## src/rtl/uart_ctrl_pkg.sv

```systemverilog
// Shared types and constants for the UART transmit arbiter.
// Holds the controller state enum, UART register map and status bits.
package uart_ctrl_pkg;

    typedef enum logic [2:0] {
        IDLE,
        LOAD,
        GO,
        POLL,
        ABORT,
        DONE
    } state_t;

    localparam logic [1:0] REG_DOUT   = 2'b00;
    localparam logic [1:0] REG_DIN    = 2'b01;
    localparam logic [1:0] REG_STATUS = 2'b10;

    localparam logic [7:0] STATUS_GO       = 8'h01;
    localparam int         STATUS_BUSY_BIT = 1;
    localparam int         STATUS_GO_BIT   = 0;

    // Next round-robin index after v, wrapping at n.
    function automatic logic [2:0] wrap_inc(
        input logic [2:0] v,
        input int         n
    );
        return (int'(v) == n - 1) ? 3'd0 : v + 3'd1;
    endfunction

endpackage

```

## src/rtl/rr_arbiter.sv

```systemverilog
// Combinational round-robin picker: first set req bit at or after ptr.
// Ports: req, ptr in; one-hot grant and binary grant_idx out.
module rr_arbiter #(
    parameter int N = 4
) (
    input  logic [N-1:0] req,
    input  logic [2:0]   ptr,
    output logic [N-1:0] grant,
    output logic [2:0]   grant_idx
);

    logic found;

    // Step k visits requester (ptr + k) mod N; the first hit wins.
    always_comb begin
        grant     = '0;
        grant_idx = '0;
        found     = 1'b0;
        for (int k = 0; k < N; k++) begin
            for (int i = 0; i < N; i++) begin
                if (!found && req[i] &&
                    ((int'(ptr) + k == i) ||
                     (int'(ptr) + k == i + N))) begin
                    found     = 1'b1;
                    grant[i]  = 1'b1;
                    grant_idx = 3'(i);
                end
            end
        end
    end

endmodule

```

## src/rtl/uart_tx_arbiter.sv

```systemverilog
// Shares one register-mapped UART transmitter among NUM_REQ producers.
// Ports: req/req_data in, ack/err/busy/grant_id out, UART register bus.
module uart_tx_arbiter
    import uart_ctrl_pkg::*;
#(
    parameter int NUM_REQ        = 4,
    parameter int TIMEOUT_CYCLES = 65535
) (
    input  logic                 clk,
    input  logic                 reset,
    input  logic [NUM_REQ-1:0]   req,
    input  logic [NUM_REQ*8-1:0] req_data,
    output logic [NUM_REQ-1:0]   ack,
    output logic                 err,
    output logic                 busy,
    output logic [2:0]           grant_id,
    output logic                 uart_we,
    output logic                 uart_re,
    output logic [1:0]           uart_sel,
    output logic [7:0]           uart_wdata,
    input  logic [7:0]           uart_rdata
);

    localparam logic [15:0] TMO_LAST = 16'(TIMEOUT_CYCLES - 1);

    state_t               state;
    state_t               state_nx;
    logic [2:0]           rr_ptr;
    logic [7:0]           byte_q;
    logic [15:0]          tmo_cnt;
    logic                 timed_out;

    logic [NUM_REQ-1:0]   arb_grant;
    logic [2:0]           arb_idx;
    logic [7:0]           arb_byte;
    logic                 any_req;
    logic                 poll_clear;
    logic                 tmo_hit;
    logic                 unused_rdata;

    rr_arbiter #(
        .N (NUM_REQ)
    ) u_rr (
        .req       (req),
        .ptr       (rr_ptr),
        .grant     (arb_grant),
        .grant_idx (arb_idx)
    );

    assign any_req      = |arb_grant;
    assign poll_clear   = ~uart_rdata[STATUS_GO_BIT];
    assign tmo_hit      = (tmo_cnt == TMO_LAST);
    assign unused_rdata = ^uart_rdata;

    // Byte mux driven by the one-hot grant.
    always_comb begin
        arb_byte = '0;
        for (int i = 0; i < NUM_REQ; i++) begin
            if (arb_grant[i]) begin
                arb_byte = arb_byte | req_data[i*8 +: 8];
            end
        end
    end

    always_comb begin
        state_nx = state;
        unique case (state)
            IDLE:    if (any_req) state_nx = LOAD;
            LOAD:    state_nx = GO;
            GO:      state_nx = POLL;
            POLL: begin
                if (poll_clear) begin
                    state_nx = DONE;
                end else if (tmo_hit) begin
                    state_nx = ABORT;
                end
            end
            ABORT:   state_nx = DONE;
            DONE:    state_nx = IDLE;
            default: state_nx = IDLE;
        endcase
    end

    always_comb begin
        uart_we    = 1'b0;
        uart_re    = 1'b0;
        uart_sel   = REG_DOUT;
        uart_wdata = 8'h00;
        unique case (state)
            LOAD: begin
                uart_we    = 1'b1;
                uart_sel   = REG_DOUT;
                uart_wdata = byte_q;
            end
            GO: begin
                uart_we    = 1'b1;
                uart_sel   = REG_STATUS;
                uart_wdata = STATUS_GO;
            end
            POLL: begin
                uart_re  = 1'b1;
                uart_sel = REG_STATUS;
            end
            // Cancel the stuck transmission before reporting it.
            ABORT: begin
                uart_we    = 1'b1;
                uart_sel   = REG_STATUS;
                uart_wdata = 8'h00;
            end
            default: ;
        endcase
    end

    always_comb begin
        ack = '0;
        for (int i = 0; i < NUM_REQ; i++) begin
            ack[i] = (state == DONE) && (grant_id == 3'(i));
        end
    end

    assign err  = (state == DONE) && timed_out;
    assign busy = (state != IDLE);

    always_ff @(posedge clk or negedge reset) begin
        if (!reset) begin
            state     <= IDLE;
            rr_ptr    <= '0;
            grant_id  <= '0;
            byte_q    <= '0;
            tmo_cnt   <= '0;
            timed_out <= 1'b0;
        end else begin
            state <= state_nx;
            unique case (state)
                IDLE: begin
                    if (any_req) begin
                        grant_id <= arb_idx;
                        byte_q   <= arb_byte;
                    end
                end
                GO: tmo_cnt <= '0;
                POLL: begin
                    if (poll_clear) begin
                        timed_out <= 1'b0;
                    end else if (!tmo_hit) begin
                        tmo_cnt <= tmo_cnt + 16'd1;
                    end
                end
                ABORT: timed_out <= 1'b1;
                DONE: begin
                    rr_ptr    <= wrap_inc(grant_id, NUM_REQ);
                    timed_out <= 1'b0;
                end
                default: ;
            endcase
        end
    end

endmodule

```

## config.mk

```make
export PLATFORM = sky130hd
export DESIGN_NAME = uart_tx_arbiter
export DESIGN_NICKNAME = d
export VERILOG_FILES = /design/src/rtl/uart_ctrl_pkg.sv /design/src/rtl/rr_arbiter.sv /design/src/rtl/uart_tx_arbiter.sv
export SDC_FILE = /design/constraint.sdc
export NUM_CORES = 1
export LEC_CHECK = 0
export ABC_CLOCK_PERIOD_IN_PS = 2900
export CAP_MARGIN = 20
export CORE_ASPECT_RATIO = 0.75
export CORE_MARGIN = 1
export CORE_UTILIZATION = 48
export DETAILED_ROUTE_END_ITERATION = 7
export HOLD_SLACK_MARGIN = 0.03
export PLACE_DENSITY = 0.81
export SYNTH_ARGS = -nofsm -noshare
export SYNTH_HDL_FRONTEND = slang
export SYNTH_HIERARCHICAL = 1
export SYNTH_SLANG_ARGS = --single-unit
export TNS_END_PERCENT = 50
```

## constraint.sdc

```tcl
create_clock -name clk -period 2.9 [get_ports clk]
set_input_delay 0.58 -clock clk [delete_from_list [all_inputs] [get_ports clk]]
set_output_delay 0.58 -clock clk [all_outputs]
set_load 0.02 [all_outputs]
```

Word-level counts from Yosys, hierarchy flattened
Index checks and enable logic that the tools add are counted.

Add/sub/neg operators: 5. Equal/unequal tests: 43. Bitwise operators: 3. Mux-type cells: 63. Reductions and logical operators: 83.

Operators with widths (number): 32-bit by 4-bit == test with 1-bit output, second input constant (12); 32-bit by 3-bit == test with 1-bit output, second input constant (6); 32-bit logical NOT (4); 32-bit by 2-bit == test with 1-bit output, second input constant (3); 1-bit logical AND (36); 1-bit two-way mux (34); 16-bit two-way mux (2); 8-bit two-way mux (4); 16-bit one-hot mux with 2 select lines (1); 2-bit two-way mux (15); 8-bit OR (3); 3-bit == test, second input constant (7); 3-bit by 2-bit == test with 1-bit output, second input constant (6); 16-bit by 1-bit adder with 16-bit output, second input constant (1); 16-bit == test, second input constant (1); 1-bit logical OR (16); 8-bit one-hot mux with 2 select lines (1); 1-bit logical NOT (15); 3-bit one-hot mux with 5 select lines (1); 3-bit two-way mux (4); 3-bit by 1-bit == test with 1-bit output, second input constant (3); 3-bit by 2-bit adder with 4-bit output, second input constant (2); 2-bit inequality test, second input constant (4); 3-bit logical NOT (2); other kinds (10) (14).

Bits of input ports: 46. Word-level logic and storage cells: 203. Output and inout bits: 21. Bits in registers: 34.

Depth between registers and ports, before layout
Depth after elaboration: 67. Mapped depth: 11. Depth with buffers taken out: 8.

Modules after synthesis
The synthesis kept the hierarchy.

Modules (own cells, without submodules): uart_tx_arbiter (sequential area each 850.8 um2, cells each 219, area each 1994.4 um2, instances 1); rr_arbiter (sequential area each 0.0 um2, cells each 40, area each 266.5 um2, instances 1).

Worst setup path after synthesis
No wires, ideal clock.

Kind: input to register. Start: in req[0]. End: reg byte_q[0]. Setup slack: 0.594 ns. Library setup time: 0.082 ns. Stages on the path: 10. Data required time: 2.818 ns. Arrival: 2.225 ns. Buffers on the path: 2. Cells stage by stage: or2_1 a22oi_4 o21ai_2 o31ai_1 buf_1 nor4_1 nor2_1 clkbuf_1 nor2_1 a31oi_1.

Elaborated cells on any way between the ends: 85. Classes of those cells: 34 x mux; 3 x bitwise; 48 x reduce/logical.

RTL lines: from (decl) (line uart_tx_arbiter.sv:11) `input logic [NUM_REQ-1:0] req,`; 1-bit logical AND (line rr_arbiter.sv:21) `if (!found && req[i] &&`; 1-bit two-way mux (line rr_arbiter.sv:21); 1-bit logical NOT (line rr_arbiter.sv:21); 1-bit logical AND (2 in series) (line rr_arbiter.sv:21); 1-bit two-way mux (line rr_arbiter.sv:21); 1-bit logical NOT (line rr_arbiter.sv:21); 1-bit logical AND (2 in series) (line rr_arbiter.sv:21); 1-bit two-way mux (line rr_arbiter.sv:21); [41 not listed]; 1-bit logical AND (2 in series) (line rr_arbiter.sv:21); 1-bit two-way mux * (line rr_arbiter.sv:21); via arb_grant[1] (line uart_tx_arbiter.sv:33) `logic [NUM_REQ-1:0] arb_grant;`; 8-bit two-way mux (line uart_tx_arbiter.sv:59) `if (arb_grant[i]) begin`; 8-bit OR (line uart_tx_arbiter.sv:60) `arb_byte = arb_byte | req_data[i*8 +: 8];`; 8-bit two-way mux (line uart_tx_arbiter.sv:59); 8-bit OR (line uart_tx_arbiter.sv:60); 8-bit two-way mux (line uart_tx_arbiter.sv:59); to (signal assigned) (line uart_tx_arbiter.sv:138) `byte_q <= arb_byte;`; to (decl) (line uart_tx_arbiter.sv:29) `logic [7:0] byte_q;`.

The timed path passes the listed nets; every way through them passes the cells marked *. A chain may end at the register's enable or synchronous reset.

Worst setup path in the final report
Start: reg state[1]. End: out ack[1].

Longest elaborated chain between the ends: 2.

Ends and longest elaborated chain: from (decl) (line uart_tx_arbiter.sv:26) `state_t state;`; from (signal assigned) (line uart_tx_arbiter.sv:133) `state <= state_nx;`; 3-bit == test (line uart_tx_arbiter.sv:117) `ack[i] = (state == DONE) && (grant_id == 3'(i));`; 1-bit logical AND (line uart_tx_arbiter.sv:117); to (decl) (line uart_tx_arbiter.sv:13) `output logic [NUM_REQ-1:0] ack,`.

No other way between the ends.

==> results.md <==
- WS Path Type: reg -> out
- Post-synth EDFFs: 0
- CTS H-tree depth: 2
- Actual slew at the worst max-slew pin: 1010 ps
- CP max-delay cell: clkdlybuf4s50_1
- Top Family by Delay on Critical Path: simple AND/OR/NAND/NOR gates
- Via count: 2226
- Avg Inst Size Synth: 8.73 um^2
- Buffers added on ports: 58
- Final hold vios: 0
- Worst Path Max Fanout: 16
- Synthesized area: 0.00226 mm^2
- Final Non-Filler Cells: 381
- DRC: 0
- # diodes: 0
- Max-slew headroom: 32.0%
- Number of synthesized register bits: 34
- Num CTS Buffers: 5
- Core footprint: 0.00449 mm^2
- Placed Cells: 374
- Crit-path max cell delay: 620 ps
- Endpoint type of the worst setup path: output port
- Clk sinks: 34
- Final instance area: 0.00304 mm^2
- Startpoint Class: flip-flop
- GPL Wtd Cong: 0.866
- Final #Nets: 376
- Drt pass-1 iters: 4
- IO Pins: 67
- Floorplan die width: 81.3 um
- Clock transition at path regs: 70 ps
- Top_reg_cell synth: dfrtp_1
- Worst EP arrival: 2070 ps
- Mapped Cells: 259
- Netlist cell types: 52
- Setup violators final: 0
- Hold Crit Class: reg -> reg
- Crit path cell chain: nand3b_1, nor2_1, and2_1, clkdlybuf4s50_1
- Outcome: completed
- Max-slew violations: 0
- Synth Warn #: 6
- Initial antenna violation count: 0
- Flop pwr share: 31.5%
- Tcrit/Tclk final: 91.4%
- Grt ovf: 0
- Post-CTS sizing: 0
- Unrepaired setup endpoints after global routing: no
- Comb power frac: 54.9%
- DP Worst Slack: -19.3 ps
- Clock Tree Root: clkbuf_8
- Sequential area share after synthesis: 37.6%
- Setup TNS: 0 ps
- Starting density of the core: 50.3%
- Final wirelength: 5790 um
- Pint: 0.00140 W
- Utilization after layout: 67.6%
- Post-synth ARST share: 100%
- Pin count of the biggest net entering global routing: 35
- Clk pwr share: 13.6%
- TritonCTS clock tree: built
- Post-CTS setup buffers: 0
- ANT nets after route: 0
- Post-synth net total: 311
- Power density over the cells: 803 mW/mm^2
- Slack of the critical path: 249 ps
- CP required: 2320 ps
- Sw Share: 42.5%
- Drt wl/cell: 15.2 um
- Die Area: 0.00499 mm^2
- Pleak: 1.21 nW
- DP HPWL: 4360 um
- Vias per cell: 5.84
- Die height: 61.4 um
- NetSw: 0.00104 W
- Share of cells above drive strength 1: 10.5%
- GRT Util Overall: 24.7%
- First-pass GRT wire length: 9140 um
- Layout area overhead: 34.3%
- FMAX: 377 MHz
- VDD IR max: 0.565 mV
- Number of global-route vias before repair: 1927
- Min Tclk post-route: 2650 ps
- CTS max path bufs: 2
- Placed instance area: 0.00296 mm^2
- Max-cap violations: 0
- Final Skew: 7.18 ps
- Worst-skew pair later-pin latency: 280 ps
- # rows: 21
- Hold_buf cts: 0
- Initial drt markers: 184
- WP buf/inv: 1
## cells in the mapped netlist (3+ instances only)
master    instances  share of area, %
inv_1            12               2.0
o41ai_1           3               1.2
o31ai_1           7               2.3
clkbuf_1         10               1.7
dfrtp_1          34                38
buf_4             3               1.0
nand2b_1          3              0.83
nor4_1            5               1.4
nor2_1           18               3.0
nor3_1            3              0.66
ha_1              6               3.3
or3_1             4               1.1
a31oi_1          10               2.8
nand2_1          22               3.7
nand3_1           6               1.3
o211ai_1          4               1.3
a21oi_1          12               2.7
o21ai_0          15               3.3
or4_1            10               3.3
and2_1           11               3.0
mux2i_1           4               1.8
mux2_2            3               1.5
a22oi_1          17               5.6
## worst reg2reg max path, delay by kind of cell, from the launching register on
kind                   cells  cell delay, ps
buffers and inverters      2             410
flip-flops                 1             500
AND/OR/NAND/NOR            4             600
AO/OA/AOI/OAI              4             850
## worst paths after layout
check	endpoint	depth (start not counted)	slack (ps)	start
hold / removal	tmo_cnt[9]$_DFFE_PN0P_	1	510	tmo_cnt[9]$_DFFE_PN0P_
setup / recovery	ack[1]	4	250	state[1]$_DFFE_PN0P_
setup reg to reg	byte_q[3]$_DFFE_PN0P_	10	470	rr_ptr[1]$_DFFE_PN0P_
hold reg to reg	tmo_cnt[9]$_DFFE_PN0P_	1	510	tmo_cnt[9]$_DFFE_PN0P_
max in group asynchronous	tmo_cnt[12]$_DFFE_PN0P_	2	1870	reset
min in group asynchronous	tmo_cnt[10]$_DFFE_PN0P_	2	700	reset
## sequential cells by signal (all words and copies together) (netlist names)
register   flops
grant_id       3
byte_q         8
rr_ptr         3
timed_out      1
tmo_cnt       16
state          3
## cells by family (layout without fill, tap and decap cells)
logic type	count (synthesis)	after routing	share of synthesized area, %
AOI/OAI and AO/OA	79	79	24.0
and+or+nand+nor	101	101	25.3
DFF	34	34	37.6
xor gates and xnor gates	1	1	0.387
adders and majority gates	6	6	3.32
muxes	7	7	3.27
other	2	2	0.332
buffers and inverters	29	94	5.70
## layout by cell type, fill, tap and decap left out, drive strengths merged, types with 2 or more instances in the layout
| cell | instances |
|---|---|
| o21ai | 17 |
| inv | 12 |
| a21oi | 12 |
| o311ai | 2 |
| o41ai | 3 |
| nor2b | 2 |
| mux2i | 4 |
| clkdlybuf4s50 | 58 |
| mux2 | 3 |
| nand3 | 6 |
| nand2 | 22 |
| or3 | 4 |
| clkbuf | 5 |
| ha | 6 |
| nand3b | 2 |
| nand4 | 3 |
| nand4b | 2 |
| nor2 | 18 |
| buf | 17 |
| or4 | 10 |
| nor4 | 6 |
| conb | 2 |
| clkinv | 2 |
| nand2b | 3 |
| o211ai | 4 |
| dfrtp | 34 |
| a31oi | 10 |
| and2 | 11 |
| a22oi | 18 |
| o31ai | 7 |
| or2 | 4 |
| nor3 | 3 |
## metal layers
metal | share of wire, % | vias up | wire length [um] | GRT usage [%]
li1 | - | 1096 | - | -
met1 | 47 | 1041 | 2740 | 34.5
met2 | 45 | 83 | 2630 | 40.0
met3 | 6.5 | 6 | 377 | 4.74
met4 | 0.78 | 0 | 45 | 6.12
met5 | 0 | - | 0 | 0
## final cells by class
type,instances,area (um^2)
Fill cell,369,1460
Multi-Input combinational cell,196,1280
Sequential cell,34,851
Timing Repair Buffer,75,708
Tap cell,57,71.3
Clock buffer,5,68.8
Inverter,12,45.0
Clock inverter,2,10.0
## stage by stage
stage	hold WS (ps)	total power [W]
5_1_grt	522	0.00262
6_report	514	0.00244
4_1_cts	512	0.00245
3_3_place_gp	479	0.00207
3_5_place_dp	491	0.00211
2_1_floorplan	284	0.00156
## power by group through the flow
stage               Clock [W]  Combinational (W)  Sequential [W]
floorplan                   0           0.000828        0.000734
finish               0.000332            0.00134        0.000768
global route         0.000356            0.00146        0.000803
global placement            0            0.00131        0.000766
detailed placement          0            0.00134        0.000774
CTS                  0.000338            0.00134        0.000765
No activity file was read; power rests on OpenSTA's default activity.
